<file path="src/rtl/spe_arb_pkg.sv">
// Shared types and constants for the SPE output arbiter.
// Optional statistics counters are enabled by defining SPE_ARB_STATS_EN.
package spe_arb_pkg;

    localparam int PKT_W    = 32;

    // Packet field positions (informational; the arbiter never decodes fields)
    localparam int DEST_MSB = 31;
    localparam int DEST_LSB = 28;
    localparam int OPC_MSB  = 27;
    localparam int OPC_LSB  = 24;
    localparam int DATA_MSB = 23;
    localparam int DATA_LSB = 0;

    typedef enum logic {
        ARB_EMPTY = 1'b0,
        ARB_FULL  = 1'b1
    } arb_state_t;

endpackage

</file>
<file path="src/rtl/spe_rr_pick.sv">
// Combinational round-robin picker: first asserted request at or after ptr,
// wrapping modulo N_REQ.
module spe_rr_pick #(
    parameter int N_REQ = 4
) (
    input  logic [N_REQ-1:0]         req,
    input  logic [$clog2(N_REQ)-1:0] ptr,
    output logic                     any,
    output logic [$clog2(N_REQ)-1:0] win
);

    localparam int PW = $clog2(N_REQ);

    logic [PW:0]   sum;
    logic [PW-1:0] cand;

    // Scan requesters in priority order starting at ptr; the first hit wins
    always_comb begin
        any  = 1'b0;
        win  = '0;
        sum  = '0;
        cand = '0;
        for (int unsigned k = 0; k < N_REQ; k++) begin
            sum = {1'b0, ptr} + (PW+1)'(k);
            if (sum >= (PW+1)'(N_REQ)) begin
                sum = sum - (PW+1)'(N_REQ);
            end
            cand = sum[PW-1:0];
            if (!any && req[cand]) begin
                any = 1'b1;
                win = cand;
            end
        end
    end

endmodule

</file>
<file path="src/rtl/spe_out_arbiter.sv">
// Round-robin arbiter sharing one NoC injection port among N_REQ SPE
// packetizers, with a single registered output slot.
// Optional per-requester saturating transfer counters: SPE_ARB_STATS_EN.
module spe_out_arbiter #(
    parameter int N_REQ = 4,
    parameter int PKT_W = spe_arb_pkg::PKT_W
`ifdef SPE_ARB_STATS_EN
    ,
    parameter int CNT_W = 16
`endif
) (
    input  logic                     clk,
    input  logic                     rst,
    input  logic [N_REQ-1:0]         req_valid,
    input  logic [N_REQ*PKT_W-1:0]   req_data,
    output logic [N_REQ-1:0]         req_ready,
    output logic                     out_valid,
    output logic [PKT_W-1:0]         out_data,
    input  logic                     out_ready,
    output logic [$clog2(N_REQ)-1:0] out_src
`ifdef SPE_ARB_STATS_EN
    ,
    input  logic [$clog2(N_REQ)-1:0] stat_sel,
    input  logic                     stat_clr,
    output logic [CNT_W-1:0]         stat_count
`endif
);

    import spe_arb_pkg::*;

    localparam int PTR_W = $clog2(N_REQ);

    arb_state_t       state_q, state_d;
    logic [PTR_W-1:0] ptr_q, ptr_d;
    logic [PKT_W-1:0] out_data_q, out_data_d;
    logic [PTR_W-1:0] out_src_q, out_src_d;

    logic             pick_any;
    logic [PTR_W-1:0] pick_win;
    logic             load_ok;
    logic             grant;
    logic [PKT_W-1:0] win_data;

    spe_rr_pick #(
        .N_REQ (N_REQ)
    ) u_pick (
        .req (req_valid),
        .ptr (ptr_q),
        .any (pick_any),
        .win (pick_win)
    );

    // Grant decision, winner data mux and next-state for the output slot
    always_comb begin
        load_ok   = (state_q == ARB_EMPTY) || out_ready;
        // req_ready must stay low during an asynchronous reset
        grant     = !rst && load_ok && pick_any;

        req_ready = '0;
        if (grant) begin
            req_ready[pick_win] = 1'b1;
        end

        win_data = '0;
        for (int unsigned i = 0; i < N_REQ; i++) begin
            if (pick_win == PTR_W'(i)) begin
                win_data = req_data[i*PKT_W +: PKT_W];
            end
        end

        state_d    = state_q;
        ptr_d      = ptr_q;
        out_data_d = out_data_q;
        out_src_d  = out_src_q;

        if (grant) begin
            state_d    = ARB_FULL;
            out_data_d = win_data;
            out_src_d  = pick_win;
            ptr_d      = (pick_win == PTR_W'(N_REQ-1)) ? '0 : pick_win + 1'b1;
        end else if (state_q == ARB_FULL && out_ready) begin
            state_d = ARB_EMPTY;
        end
    end

    // Slot, source and priority pointer registers
    always_ff @(posedge clk or posedge rst) begin
        if (rst) begin
            state_q    <= ARB_EMPTY;
            ptr_q      <= '0;
            out_data_q <= '0;
            out_src_q  <= '0;
        end else begin
            state_q    <= state_d;
            ptr_q      <= ptr_d;
            out_data_q <= out_data_d;
            out_src_q  <= out_src_d;
        end
    end

    assign out_valid = (state_q == ARB_FULL);
    assign out_data  = out_data_q;
    assign out_src   = out_src_q;

`ifdef SPE_ARB_STATS_EN
    logic [CNT_W-1:0] cnt_q [N_REQ];
    logic [CNT_W-1:0] cnt_d [N_REQ];

    // Saturating per-requester transfer counters; clear beats increment
    always_comb begin
        for (int unsigned i = 0; i < N_REQ; i++) begin
            cnt_d[i] = cnt_q[i];
            if (stat_clr) begin
                cnt_d[i] = '0;
            end else if (grant && pick_win == PTR_W'(i) && cnt_q[i] != '1) begin
                cnt_d[i] = cnt_q[i] + 1'b1;
            end
        end
    end

    // Counter registers
    always_ff @(posedge clk or posedge rst) begin
        if (rst) begin
            for (int unsigned i = 0; i < N_REQ; i++) begin
                cnt_q[i] <= '0;
            end
        end else begin
            for (int unsigned i = 0; i < N_REQ; i++) begin
                cnt_q[i] <= cnt_d[i];
            end
        end
    end

    // Combinational counter read
    always_comb begin
        stat_count = '0;
        for (int unsigned i = 0; i < N_REQ; i++) begin
            if (stat_sel == PTR_W'(i)) begin
                stat_count = cnt_q[i];
            end
        end
    end
`endif

endmodule
</file>
<file path="config.mk">
export PLATFORM = sky130hd
export DESIGN_NAME = spe_out_arbiter
export DESIGN_NICKNAME = d
export VERILOG_FILES = /design/src/rtl/spe_arb_pkg.sv /design/src/rtl/spe_rr_pick.sv /design/src/rtl/spe_out_arbiter.sv
export SDC_FILE = /design/constraint.sdc
export NUM_CORES = 1
export LEC_CHECK = 0
export CAP_MARGIN = 20
export CORE_UTILIZATION = 45
export CTS_CLUSTER_DIAMETER = 30
export DETAILED_ROUTE_END_ITERATION = 16
export DONT_BUFFER_PORTS = 1
export SYNTH_ARGS = -nofsm -noshare
export SYNTH_HDL_FRONTEND = slang
export SYNTH_SLANG_ARGS = --single-unit
</file>
<file path="constraint.sdc">
create_clock -name clk -period 5.9 [get_ports clk]
set_clock_uncertainty 0.2 [all_clocks]
set_input_delay 0.59 -clock clk [delete_from_list [all_inputs] [get_ports clk]]
set_output_delay 0.59 -clock clk [all_outputs]
set_load 0.005 [all_outputs]
</file>
==> results of run 1 <==
## registers in the layout, summed over array words and instances (netlist names)
register and cells:
out_data 32, out_src 2, out_valid 1, ptr_q 2
## through the flow
step / hold WS (ns) / util, % / instance area, um^2
after floorplan: 0.289 / - / 2750
after global placement: 0.341 / 46.0 / 2720
after detailed placement: 0.356 / 46.4 / 2750
after CTS: 0.0631 / 48.2 / 2850
after global routing: 0.0780 / 48.2 / 2850
final: 0.0587 / 48.2 / 2850
## power by group through the flow
stage | combinational [uW] | clock [uW] | sequential (uW)
finish | 620 | 192 | 462
global route | 690 | 213 | 476
CTS | 620 | 198 | 463
detailed placement | 618 | 0 | 466
global placement | 601 | 0 | 465
floorplan | 525 | 0 | 431
## routing by layer
layer / track usage, % / share of wire, % / vias to the layer above
met4: 6.79 / 1.3 / 0
li1: - / - / 1213
met2: 37.9 / 49 / 138
met1: 25.3 / 40 / 1238
met5: 0 / 0 / -
met3: 7.05 / 9.2 / 9
## cells in the mapped netlist
cell	number	area share (%)
a32oi_1	1	0.32
inv_1	34	4.6
nor2b_1	3	0.68
a311oi_1	1	0.32
a2111oi_0	1	0.32
or2_2	1	0.23
a21oi_1	33	6.0
and3b_1	1	0.32
nor2_1	2	0.27
nand2_1	33	4.5
nand3b_1	33	9.0
nand2b_1	3	0.68
o31ai_1	2	0.55
nor3_2	1	0.36
nor4_2	1	0.45
or4_1	1	0.27
mux2_2	1	0.41
buf_4	1	0.27
a221o_1	32	12
clkbuf_1	29	4.0
a32o_1	1	0.36
nand3_2	1	0.36
dfrtp_1	37	34
a21o_1	1	0.27
o21ai_0	2	0.36
buf_6	3	1.2
and2_1	4	0.91
buf_2	6	1.1
ha_1	4	1.8
a31oi_1	64	15
clkinv_1	1	0.14
## cell families after synthesis
kind of cell             Yosys count  synth area share, %
AO/OA/AOI/OAI                    138                 34.7
adder cells (fa/ha/maj)            4                 1.82
buffers and inverters             74                 11.3
flip-flops                        37                 33.7
multiplexers                       1                0.409
AND/OR/NAND/NOR                   84                 18.1
## how the worst max path moves through the flow
stage | to | slack (ns) | cells past startpoint
after CTS | req_ready[3] | 2.48 | 6
after detailed placement | req_ready[3] | 2.52 | 6
final | req_ready[3] | 2.45 | 6
after global placement | req_ready[3] | 2.58 | 6
after global routing | req_ready[3] | 2.26 | 6
after floorplan | req_ready[3] | 3.03 | 7
## worst max-delay path: stages, from the launching register on
cell     delay, ns
dfrtp_1       0.40
nor2b_1       0.08
o21ai_0       0.37
and3b_1       0.27
ha_2          0.61
buf_4         0.42
and2_1        0.21
## final cells by class
| cell class | instances | area share, % |
|---|---|---|
| multi-input combinational | 227 | 53.5 |
| sequential | 37 | 32.5 |
| inverter | 35 | 4.61 |
| clock buffer | 7 | 3.38 |
| tap | 75 | 3.29 |
| timing repair buffer | 7 | 2.54 |
| clock inverter | 1 | 0.176 |
==> results.json, run 1 <==
{
  "post-place-ws_ns": 2.52,
  "diodes": 0,
  "pin_count": 174,
  "p_switching_uw": 526,
  "period_needed_ns": 3.45,
  "seq_power_share_pct": 36.3,
  "wl_per_cell_um": 19.1,
  "fmaxAchievable_ghz": 0.289,
  "die_area_um2": 6430,
  "overflow": 0,
  "syn-num-nets": 477,
  "cts_resized": 0,
  "hp-class": "in2async",
  "startpoint": "ptr_q[0]",
  "layout_common_cells": "64 x a31oi_1, 37 x dfrtp_1, 34 x inv_1",
  "fp-row-count": 28,
  "yosysSeqAreaShare_pct": 33.7,
  "grt_max_degree": 66,
  "p_int_uw": 747,
  "grt_pass1_vias": 2259,
  "setup_slack_ns": 2.45,
  "rsz0062_at_grt": "false",
  "combPwrFrac_pct": 48.7,
  "cap_violations": 0,
  "required_ns": 5.11,
  "fp.dieH_um": 80.2,
  "reg2reg_from": "ptr_q[0]",
  "clockPowerShare_pct": 15.1,
  "core_area_um2": 5920,
  "clockRootBuffer": "clkbuf_8",
  "finalCritPeriodShare_pct": 58.6,
  "p_per_area_nw_per_um2": 447,
  "tightest_slew_ns": 0.981,
  "final_common_cell": "a31oi_1",
  "ir_worst_vdd_uv": 239,
  "cts_tree": "done",
  "multiInputGateArea_um2": 1530,
  "port_buffers": 0,
  "swShare_pct": 41.3,
  "postRouteWirelength_um": 7430,
  "fillCellCount": 594,
  "cp_max_fo": 35,
  "ys_ff_latch": 37,
  "final-max-slew-violation-count": 0,
  "setup_viol": 0,
  "dp_hpwl_um": 5400,
  "cp-end-kind": "output port",
  "finalHoldViolCount": 0,
  "synth_cells": 338,
  "grt_use_total_pct": 21.8,
  "fin_cells": 389,
  "vias": 2598,
  "status": "complete, but fails checks",
  "synth_warnings": 0,
  "max-clock-path-buffers": 2,
  "antenna_found_initial": 0,
  "drcViolationCount": 1,
  "first_iter_violations": 136,
  "drive_gt1_share_pct": 7.64,
  "fin_tns_setup_ns": 0,
  "rrSetupSlack_ns": 2.95,
  "fp.dieW_um": 80.2,
  "grt_pass1_wl_um": 10800,
  "seq_area_um2": 926,
  "p_leak_uw": 0.00110,
  "h-tree-depth": 2,
  "first_pass_iters": 10,
  "synth_area_um2": 2750,
  "slew_headroom_pct": 34.6,
  "vias_per_cell": 6.68,
  "dp_cells": 381,
  "p_total_uw": 1270,
  "cp-start-kind": "flop",
  "ant_nets": 0,
  "cts_setup_buffers": 0,
  "worstReg2RegEnd": "out_data[20]",
  "avgSynthCellArea_um2": 8.14,
  "critPathKind": "reg2out",
  "hold_buffers": 0,
  "fin_nets": 452,
  "ff2ff_path_depth": 7,
  "synth_cell_types": 31,
  "path_clk_slew_ns": 0.07,
  "gp_congestion": 0.742,
  "cts_buffers": 5,
  "insertion_delay_ns": 0.28,
  "worst_ep_arrival_time_ns": 2.66,
  "syn_to_final_growth_pct": 3.68,
  "violations": "DRC",
  "cts_sinks": 37,
  "start_util_pct": 46.4
}
Note: power is estimated with default switching activity, not from simulation.
==> run 2: changes to the inputs <==
==> constraint.sdc (replaced) <==
create_clock -name clk -period 2.9 [get_ports clk]
set_clock_uncertainty 0.2 [all_clocks]
set_input_delay 0.29 -clock clk [delete_from_list [all_inputs] [get_ports clk]]
set_output_delay 0.29 -clock clk [all_outputs]
set_load 0.005 [all_outputs]
==> results.json, run 2 (same netlist as run 1, synthesis figures left out) <==
{
  "status": "complete, but fails checks",
  "violations": "DRC",
  "rsz0062_at_grt": "false",
  "combPwrFrac_pct": 50.4,
  "core_area_um2": 5920,
  "finalHoldViolCount": 0,
  "hold_path_depth": 2,
  "fp.dieH_um": 80.2,
  "largest_register_ffs": 32,
  "first_pass_iters": 10,
  "swShare_pct": 41.2,
  "grt_max_degree": 46,
  "cts_buffers": 5,
  "fin_tns_setup_ns": 0,
  "worst_ep_arrival_time_ns": 2.16,
  "vias_per_cell": 6.51,
  "cts_resized": 0,
  "cts_tree": "done",
  "dp_hpwl_um": 5290,
  "finalCritPeriodShare_pct": 91.3,
  "cts_sinks": 37,
  "vias": 2775,
  "cts_setup_buffers": 0,
  "p_switching_uw": 1080,
  "die_area_um2": 6430,
  "fmaxAchievable_ghz": 0.378,
  "h-tree-depth": 2,
  "first_iter_violations": 92,
  "final_util_pct": 54.0,
  "fin_cells": 426,
  "cp-start-kind": "flop",
  "cp_max_fo": 32,
  "setup_viol": 0,
  "grt_pass1_vias": 2361,
  "grt_use_total_pct": 22.9,
  "cp-end-kind": "output port",
  "path_clk_slew_ns": 0.07,
  "wl_per_cell_um": 18.2,
  "dp_cells": 387,
  "insertion_delay_ns": 0.28,
  "period_needed_ns": 2.65,
  "ant_nets": 0,
  "drcViolationCount": 1,
  "syn_to_final_growth_pct": 16.2,
  "start_util_pct": 46.4,
  "clockRootBuffer": "clkbuf_8",
  "diodes": 0,
  "grt_pass1_wl_um": 11300,
  "ir_worst_vdd_uv": 318,
  "fin_nets": 490,
  "hold_buffers": 32,
  "hold_ws_ns": 0.0239,
  "place_area_um2": 2790,
  "port_buffers": 0,
  "slew_headroom_pct": 53.6,
  "layout_common_cells": "64 x a31oi_1, 37 x dfrtp_1, 34 x inv_1",
  "p_per_area_nw_per_um2": 818,
  "tightest_slew_ns": 0.696,
  "required_ns": 2.41,
  "fp.dieW_um": 80.2,
  "fp-row-count": 28,
  "antenna_found_initial": 0,
  "p_int_uw": 1540,
  "p_leak_uw": 0.00125,
  "max-clock-path-buffers": 2,
  "hp-class": "in2reg",
  "cap_violations": 0,
  "drive_gt1_share_pct": 7.98,
  "final_cell_area_um2": 3190,
  "final-max-slew-violation-count": 0,
  "pin_count": 174,
  "postRouteWirelength_um": 7740,
  "gp_congestion": 0.834,
  "final_common_cell": "a31oi_1",
  "overflow": 0,
  "clockPowerShare_pct": 13.7,
  "fillCellCount": 557,
  "critPathKind": "reg2out",
  "ff2ff_path_depth": 8,
  "seq_power_share_pct": 35.8
}
run 2: cell types whose count changed in the layout (fill, tap and decap cells not counted):
cell	delta
buf_16	-1
clkbuf_8	-1
clkinv_2	-1
clkbuf_1	+1
buf_12	+1
dlygate4sd3_1	+32
buf_4	+6
run 2: power by group through the flow:
stage	clock [uW]	combinational (uW)	sequential, uW
after detailed placement	0	1270	949
after floorplan	0	1070	877
final	359	1320	937
after CTS	373	1310	940
after global placement	0	1260	943
after global routing	397	1460	965
run 2: cell type report:
cell class / count / area, um^2 / area share (%)
clock buffers: 7 / 86.3 / 2.70
inverters: 35 / 131 / 4.11
multi-input cells: 227 / 1530 / 47.8
flip-flops and latches: 37 / 926 / 29.0
well taps: 75 / 93.8 / 2.94
repair buffers: 45 / 430 / 13.5
run 2: path summary, 6_finish.rpt:
kind,startpoint,to,slack (ns)
max,ptr_q[0],req_ready[3],0.25
min,req_valid[2],out_valid,0.02
max reg2reg,ptr_q[0],out_data[18],0.34
min reg2reg,out_src[1],out_src[1],0.36
max in group asynchronous,rst,out_data[2],1.57
min in group asynchronous,rst,out_data[20],0.36
run 2: per-layer routing:
metal	wire length, um	global-route usage [%]	up-vias	share of wire [%]
met5	0	0	-	0
met4	127	6.61	0	1.6
met3	670	7.16	16	8.7
met2	3680	40.3	169	47
met1	3270	26.5	1299	42
li1	-	-	1291	-
run 2: critical path: stages (launching register included):
cell	delay, ns
dfrtp_1	0.39
nor2b_1	0.07
o21ai_0	0.42
and3b_1	0.28
ha_2	0.19
buf_4	0.30
and2_1	0.20
run 2: per-stage QoR:
stage / setup slack, ns / power (uW)
after floorplan: 0.585 / 1950
after global placement: 0.485 / 2200
after CTS: 0.325 / 2630
final: 0.254 / 2610
after global routing: 0.180 / 2820
after detailed placement: 0.434 / 2220
